File: src/rtl/stop_watch_ctrl_if.sv
// Signal bundle between the stopwatch button controller and its surroundings.
// The slave side is the controller; the master side drives buttons and live digits.
interface stop_watch_ctrl_if;
  logic       btn_ss_i;
  logic       btn_clr_i;
  logic       btn_lap_i;
  logic [3:0] d2_i;
  logic [3:0] d1_i;
  logic [3:0] d0_i;
  logic       go_o;
  logic       clr_o;
  logic [3:0] d2_o;
  logic [3:0] d1_o;
  logic [3:0] d0_o;
  logic       blank_o;
  logic       lap_o;
  logic [1:0] state_o;

  modport slave (
    input  btn_ss_i, btn_clr_i, btn_lap_i, d2_i, d1_i, d0_i,
    output go_o, clr_o, d2_o, d1_o, d0_o, blank_o, lap_o, state_o
  );

  modport master (
    output btn_ss_i, btn_clr_i, btn_lap_i, d2_i, d1_i, d0_i,
    input  go_o, clr_o, d2_o, d1_o, d0_o, blank_o, lap_o, state_o
  );
endinterface

File: src/rtl/stop_watch_ctrl.sv
// Stopwatch button controller: debounced buttons, CLEARED/RUN/PAUSED FSM, pause blink.
// Define STOP_WATCH_CTRL_LAP_HOLD_EN to add the lap button and frozen-digit hold.
module stop_watch_ctrl #(
  parameter int DB_CYCLES    = 2_000_000,
  parameter int BLINK_CYCLES = 50_000_000
) (
  input logic              clk,
  input logic              rst,
  stop_watch_ctrl_if.slave bus
);

  typedef enum logic [1:0] {
    ST_CLEARED = 2'b00,
    ST_RUN     = 2'b01,
    ST_PAUSED  = 2'b10,
    ST_BAD     = 2'b11
  } state_e;

`ifdef STOP_WATCH_CTRL_LAP_HOLD_EN
  localparam int NBTN = 3;
`else
  localparam int NBTN = 2;
`endif
  localparam int BTN_SS  = 0;
  localparam int BTN_CLR = 1;
  localparam int BTN_LAP = 2;

  localparam int DBW = (DB_CYCLES > 2) ? $clog2(DB_CYCLES) : 1;
  localparam int BKW = (BLINK_CYCLES > 2) ? $clog2(BLINK_CYCLES) : 1;
  localparam logic [DBW-1:0] DB_LAST = DBW'(DB_CYCLES - 1);
  localparam logic [BKW-1:0] BK_LAST = BKW'(BLINK_CYCLES - 1);

  logic [NBTN-1:0] btn_raw;
  logic [NBTN-1:0] press;

  assign btn_raw[BTN_SS]  = bus.btn_ss_i;
  assign btn_raw[BTN_CLR] = bus.btn_clr_i;
`ifdef STOP_WATCH_CTRL_LAP_HOLD_EN
  assign btn_raw[BTN_LAP] = bus.btn_lap_i;
`endif

  // One synchroniser + debouncer per button; any disagreement shorter than
  // DB_CYCLES restarts the count because cnt clears whenever s2 matches db.
  genvar gi;
  generate
    for (gi = 0; gi < NBTN; gi++) begin : g_btn
      logic           s1_q;
      logic           s2_q;
      logic           db_q;
      logic           db_prev_q;
      logic [DBW-1:0] cnt_q;

      always_ff @(posedge clk) begin
        if (rst) begin
          s1_q      <= 1'b0;
          s2_q      <= 1'b0;
          db_q      <= 1'b0;
          db_prev_q <= 1'b0;
          cnt_q     <= '0;
        end else begin
          s1_q      <= btn_raw[gi];
          s2_q      <= s1_q;
          db_prev_q <= db_q;
          if (s2_q == db_q) begin
            cnt_q <= '0;
          end else if (cnt_q == DB_LAST) begin
            db_q  <= s2_q;
            cnt_q <= '0;
          end else begin
            cnt_q <= cnt_q + DBW'(1);
          end
        end
      end

      assign press[gi] = db_q & ~db_prev_q;
    end
  endgenerate

  state_e         state_q, state_d;
  logic           go_q;
  logic           clr_q, clr_d;
  logic           blank_q, blank_d;
  logic [BKW-1:0] blink_q, blink_d;

  always_comb begin
    state_d = state_q;
    clr_d   = 1'b0;
    blink_d = '0;
    blank_d = 1'b0;

    case (state_q)
      ST_CLEARED: begin
        if (press[BTN_CLR]) begin
          clr_d = 1'b1;
        end else if (press[BTN_SS]) begin
          state_d = ST_RUN;
        end
      end
      ST_RUN: begin
        if (press[BTN_SS]) begin
          state_d = ST_PAUSED;
        end
      end
      ST_PAUSED: begin
        if (press[BTN_CLR]) begin
          state_d = ST_CLEARED;
          clr_d   = 1'b1;
        end else if (press[BTN_SS]) begin
          state_d = ST_RUN;
        end
      end
      default: begin
        state_d = ST_CLEARED;
      end
    endcase

    // Blink only runs while staying in PAUSED; entry restarts it dark=0.
    if ((state_q == ST_PAUSED) && (state_d == ST_PAUSED)) begin
      if (blink_q == BK_LAST) begin
        blink_d = '0;
        blank_d = ~blank_q;
      end else begin
        blink_d = blink_q + BKW'(1);
        blank_d = blank_q;
      end
    end
  end

  always_ff @(posedge clk) begin
    if (rst) begin
      state_q <= ST_CLEARED;
      go_q    <= 1'b0;
      clr_q   <= 1'b1;
      blank_q <= 1'b0;
      blink_q <= '0;
    end else begin
      state_q <= state_d;
      go_q    <= (state_d == ST_RUN);
      clr_q   <= clr_d;
      blank_q <= blank_d;
      blink_q <= blink_d;
    end
  end

  assign bus.go_o    = go_q;
  assign bus.clr_o   = clr_q;
  assign bus.blank_o = blank_q;
  assign bus.state_o = state_q;

`ifdef STOP_WATCH_CTRL_LAP_HOLD_EN
  logic        lap_q, lap_d;
  logic [11:0] hold_q, hold_d;

  always_comb begin
    lap_d  = lap_q;
    hold_d = hold_q;
    if ((state_q == ST_RUN) && press[BTN_LAP]) begin
      if (!lap_q) begin
        lap_d  = 1'b1;
        hold_d = {bus.d2_i, bus.d1_i, bus.d0_i};
      end else begin
        lap_d = 1'b0;
      end
    end
    if (state_d == ST_CLEARED) begin
      lap_d  = 1'b0;
      hold_d = '0;
    end
  end

  always_ff @(posedge clk) begin
    if (rst) begin
      lap_q  <= 1'b0;
      hold_q <= '0;
    end else begin
      lap_q  <= lap_d;
      hold_q <= hold_d;
    end
  end

  assign bus.lap_o = lap_q;
  assign bus.d2_o  = lap_q ? hold_q[11:8] : bus.d2_i;
  assign bus.d1_o  = lap_q ? hold_q[7:4]  : bus.d1_i;
  assign bus.d0_o  = lap_q ? hold_q[3:0]  : bus.d0_i;
`else
  logic unused_lap;
  assign unused_lap = bus.btn_lap_i;

  assign bus.lap_o = 1'b0;
  assign bus.d2_o  = bus.d2_i;
  assign bus.d1_o  = bus.d1_i;
  assign bus.d0_o  = bus.d0_i;
`endif

endmodule
File: src/flat_wrapper.sv
// flat-port wrapper written by rule: the top's interface ports become plain ports
module stop_watch_ctrl_flat 
#(
  parameter int DB_CYCLES    = 2_000_000,
  parameter int BLINK_CYCLES = 50_000_000
)
  (clk, rst, bus_btn_ss_i, bus_btn_clr_i, bus_btn_lap_i, bus_d2_i, bus_d1_i, bus_d0_i, bus_go_o, bus_clr_o, bus_d2_o, bus_d1_o, bus_d0_o, bus_blank_o, bus_lap_o, bus_state_o);
  stop_watch_ctrl_if bus_i ();
  input logic clk;
  input logic rst;
  input wire logic [$bits(bus_i.btn_ss_i)-1:0] bus_btn_ss_i;
  input wire logic [$bits(bus_i.btn_clr_i)-1:0] bus_btn_clr_i;
  input wire logic [$bits(bus_i.btn_lap_i)-1:0] bus_btn_lap_i;
  input wire logic [$bits(bus_i.d2_i)-1:0] bus_d2_i;
  input wire logic [$bits(bus_i.d1_i)-1:0] bus_d1_i;
  input wire logic [$bits(bus_i.d0_i)-1:0] bus_d0_i;
  output wire logic [$bits(bus_i.go_o)-1:0] bus_go_o;
  output wire logic [$bits(bus_i.clr_o)-1:0] bus_clr_o;
  output wire logic [$bits(bus_i.d2_o)-1:0] bus_d2_o;
  output wire logic [$bits(bus_i.d1_o)-1:0] bus_d1_o;
  output wire logic [$bits(bus_i.d0_o)-1:0] bus_d0_o;
  output wire logic [$bits(bus_i.blank_o)-1:0] bus_blank_o;
  output wire logic [$bits(bus_i.lap_o)-1:0] bus_lap_o;
  output wire logic [$bits(bus_i.state_o)-1:0] bus_state_o;
  assign bus_i.btn_ss_i = bus_btn_ss_i;
  assign bus_i.btn_clr_i = bus_btn_clr_i;
  assign bus_i.btn_lap_i = bus_btn_lap_i;
  assign bus_i.d2_i = bus_d2_i;
  assign bus_i.d1_i = bus_d1_i;
  assign bus_i.d0_i = bus_d0_i;
  assign bus_go_o = bus_i.go_o;
  assign bus_clr_o = bus_i.clr_o;
  assign bus_d2_o = bus_i.d2_o;
  assign bus_d1_o = bus_i.d1_o;
  assign bus_d0_o = bus_i.d0_o;
  assign bus_blank_o = bus_i.blank_o;
  assign bus_lap_o = bus_i.lap_o;
  assign bus_state_o = bus_i.state_o;
  stop_watch_ctrl #(.DB_CYCLES(DB_CYCLES), .BLINK_CYCLES(BLINK_CYCLES)) u_core (.clk(clk), .rst(rst), .bus(bus_i));
endmodule
File: config.mk
export PLATFORM = sky130hd
export DESIGN_NAME = stop_watch_ctrl_flat
export DESIGN_NICKNAME = d
export VERILOG_FILES = /design/src/rtl/stop_watch_ctrl_if.sv /design/src/rtl/stop_watch_ctrl.sv /design/src/flat_wrapper.sv
export SDC_FILE = /design/constraint.sdc
export NUM_CORES = 1
export LEC_CHECK = 0
export CAP_MARGIN = 5
export CORE_AREA = 4 4 91 93
export CTS_BUF_LIST = sky130_fd_sc_hd__clkbuf_4
export DETAILED_ROUTE_END_ITERATION = 10
export DIE_AREA = 0 0 95 97
export PLACE_DENSITY_LB_ADDON = 0.3
export SYNTH_ARGS = -nofsm -noshare
export SYNTH_HDL_FRONTEND = slang
export SYNTH_SLANG_ARGS = --single-unit
File: constraint.sdc
create_clock -name clk -period 2.7 [get_ports clk]
set_input_delay 0.54 -clock clk [delete_from_list [all_inputs] [get_ports clk]]
set_output_delay 0.54 -clock clk [all_outputs]
set_load 0.01 [all_outputs]
==> results.sh <==
export IMPL_nets=437
export IMPL_path_max_fanout=16
export IMPL_worst_pin_slew_ps=533
export IMPL_h_tree_depth=3
export IMPL_period_share=0.759
export IMPL_crit_arrival_ps=2400
export IMPL_cts_sinks=81
export IMPL_synth_edff_count=0
export IMPL_gp_congestion=0.780
export IMPL_drt_met1_wl_mm=3.16
export IMPL_p_per_area_mw_per_mm2=492
export IMPL_cts_resized=0
export IMPL_synth_area_leaders="dfxtp_1, xnor2_1, nor2_1"
export IMPL_final_setup_viol_count=0
export IMPL_portBuffers=8
export IMPL_synthesis_nets=442
export IMPL_startpoint="u_core.g_btn[0].cnt_q[6]$_SDFF_PP0_"
export IMPL_initial_core_util=0.489
export IMPL_synth_area_per_cell_um2=8.73
export IMPL_async_flop_share=0
export IMPL_drive_gt1_frac=0.0592
export IMPL_ys_warnings_count=0
export IMPL_combPwrFrac=0.012
export IMPL_p_clk_frac=0.361
export IMPL_ctsHoldBuffers=0
export IMPL_skew_ps=11.9
export IMPL_drcViolationCount=0
export IMPL_dieArea_mm2=0.00922
export IMPL_layout_commonest_cell="dfxtp_1"
export IMPL_synth_top_area_cell="dfxtp_1"
export IMPL_clkLatencyLatePin_ps=420
export IMPL_drtAntennaViolNets=0
export IMPL_dp_cells=508
export IMPL_totalNegativeSetupSlack_ps=0
export IMPL_synthesis_area_mm2=0.00368
export IMPL_cts_root_buf="clkbuf_4"
export IMPL_dr_wl_met2_mm=2.99
export IMPL_drtPass1Iterations=4
export IMPL_rsz0062_at_grt="false"
export IMPL_diodes=0
export IMPL_period_minus_slack_ps=2050
export IMPL_p_leak_uw=0.00110
export IMPL_crit_path_end_kind="flop"
export IMPL_hpwlAfterDp_mm=4.44
export IMPL_num_rows=32
export IMPL_grt_pass1_wl_mm=11.8
export IMPL_wl_met3_um=227
export IMPL_max_stage_delay_ps=660
export IMPL_antenna_found_initial=0
export IMPL_clkTransAtPathRegs_ps=110
export IMPL_cp_data_required_time_ps=3050
export IMPL_ys_ff_latch=81
export IMPL_status="finished, final reports clean"
export IMPL_ir_worst_vdd_mv=0.191
export IMPL_globalRouteTotalUtil=0.154
export IMPL_hold_start="u_core.g_btn[0].cnt_q[0]$_SDFF_PP0_"
export IMPL_yosysSeqAreaShare=0.440
export IMPL_core_area_mm2=0.00753
export IMPL_drt_iter0_drc=131
export IMPL_synth_top_cell_area_share=0.440
export IMPL_syn_inst=422
export IMPL_power_switching_uw=421
export IMPL_synth_cell_types=40
export IMPL_slew_headroom=0.643
export IMPL_synth_ff_type="dfxtp_1"
export IMPL_grt_max_degree=27
export IMPL_viasPerCell=5.57
export IMPL_r2r_start="u_core.g_btn[0].cnt_q[6]$_SDFF_PP0_"
export IMPL_grt_pass1_vias=2746
export IMPL_hold_viol_final=0
export IMPL_max_freq_ghz=0.488
export IMPL_internal_power_uw=1500
export IMPL_die_height_um=97
export IMPL_clk_path_buf_depth=2
export IMPL_stdcell_count=524
export IMPL_ios=35
export IMPL_area_delta_synth_final_pct=5.77
export IMPL_cp_slowest_cell="or4_1"
export IMPL_numCtsBuffers=9
export IMPL_maxCapViolCount=0
export IMPL_cts_tree="yes"
export IMPL_wl_per_cell_um=12.4
export IMPL_cp_cell_sequence="and4_1 > nand4_1 > or4_1 > a21oi_1"
export IMPL_path_class="reg2reg"
export IMPL_min_path_type="reg2reg"
export IMPL_grt_ovfl_total=0
export IMPL_sw_frac_of_total=0.219
export IMPL_cts_setup_buffers=0
export IMPL_vias=2920
export IMPL_die_width_um=95
export IMPL_slew_viol_final=0
export IMPL_layout_common_cells="dfxtp_1, nor2_1, a21oi_1, nand3_1"
export IMPL_start_kind="flop"
export IMPL_power_share_sequential=0.626
export IMPL_highest_layer="met4"
export IMPL_routed_wl_mm=6.48
-- final timing paths --
kind / endpoint / cells after the start / slack [ps]
worst max-delay path: u_core.g_btn[0].cnt_q[19]$_SDFF_PP0_ / 4 / 650
worst min-delay path: u_core.g_btn[0].cnt_q[0]$_SDFF_PP0_ / 1 / 450
worst max register to register: u_core.g_btn[0].cnt_q[19]$_SDFF_PP0_ / 4 / 650
worst min register to register: u_core.g_btn[0].cnt_q[0]$_SDFF_PP0_ / 1 / 450
-- power by group through the flow --
stage	Combinational [µW]	Clock (µW)	Sequential, µW
floorplan	31.5	0	1230
global placement	23.5	0	1230
detailed placement	24.1	0	1230
CTS	24.1	716	1200
global route	26.7	773	1200
finish	23.4	693	1200
-- metal layers --
metal  vias up  GRT usage
met5         -          0
li1       1508          -
met1      1357      0.197
met4         0     0.0599
met3        12     0.0412
met2        43      0.245
-- logic make-up (layout without fill, tap and decap cells) --
| logic type | after synthesis | after routing | synth area share |
|---|---|---|---|
| other | 1 | 1 | 0.00102 |
| AO/OA/AOI/OAI | 70 | 70 | 0.113 |
| AND/OR/NAND/NOR | 190 | 190 | 0.294 |
| flip-flops | 81 | 81 | 0.440 |
| buffers and inverters | 42 | 42 | 0.0574 |
| XOR/XNOR | 35 | 35 | 0.0832 |
| adder cells (fa/ha/maj) | 3 | 3 | 0.0102 |
-- registers in the layout, summed over array words and instances (netlist names) --
register / cells
u_core.g_btn.db_prev_q: 2
u_core.g_btn.db_q: 2
u_core.g_btn.s2_q: 2
u_core.g_btn.s1_q: 2
u_core.bus.go_o: 1
u_core.g_btn.cnt_q: 42
u_core.blink_q: 26
u_core.bus.blank_o: 1
u_core.bus.clr_o: 1
u_core.bus.state_o: 2
-- critical path, delay by kind of cell (launching register included) --
family | cells | cell delay, ps
AO/OA/AOI/OAI | 1 | 160
flip-flops | 1 | 420
AND/OR/NAND/NOR | 3 | 1410
-- cell usage after synthesis, drive strengths merged, types with 2 or more instances --
master,instances
a21oi,30
and2,3
and3,3
and4,8
buf,17
clkbuf,11
dfxtp,81
ha,3
inv,14
nand2,19
nand2b,2
nand3,23
nand4,20
nor2,44
nor2b,8
nor3,10
nor3b,2
nor4,5
nor4b,3
nor4bb,3
o21a,2
o21ai,17
o21ba,2
o31ai,16
or3,15
or4,20
xnor2,20
xor2,15
-- per-stage QoR --
| stage | area, µm² | worst slack, ps | power (µW) | util | hold WS, ps |
|---|---|---|---|---|---|
| CTS | 3900 | 645 | 1940 | 0.518 | 454 |
| global placement | 3760 | 719 | 1250 | 0.500 | 418 |
| floorplan | 3680 | 814 | 1260 | - | 413 |
| finish | 3900 | 651 | 1920 | 0.518 | 450 |
| global route | 3900 | 468 | 2000 | 0.518 | 463 |
| detailed placement | 3760 | 637 | 1250 | 0.500 | 428 |
-- area by class of cell --
| type | instances | area (µm²) |
|---|---|---|
| Clock buffer | 10 | 75.1 |
| Clock inverter | 6 | 58.8 |
| Fill cell | 751 | 3630 |
| Inverter | 14 | 52.6 |
| Multi-Input combinational cell | 299 | 1850 |
| Sequential cell | 81 | 1620 |
| Tap cell | 102 | 128 |
| Timing Repair Buffer | 12 | 110 |
Power figures use the tool's default switching activity.
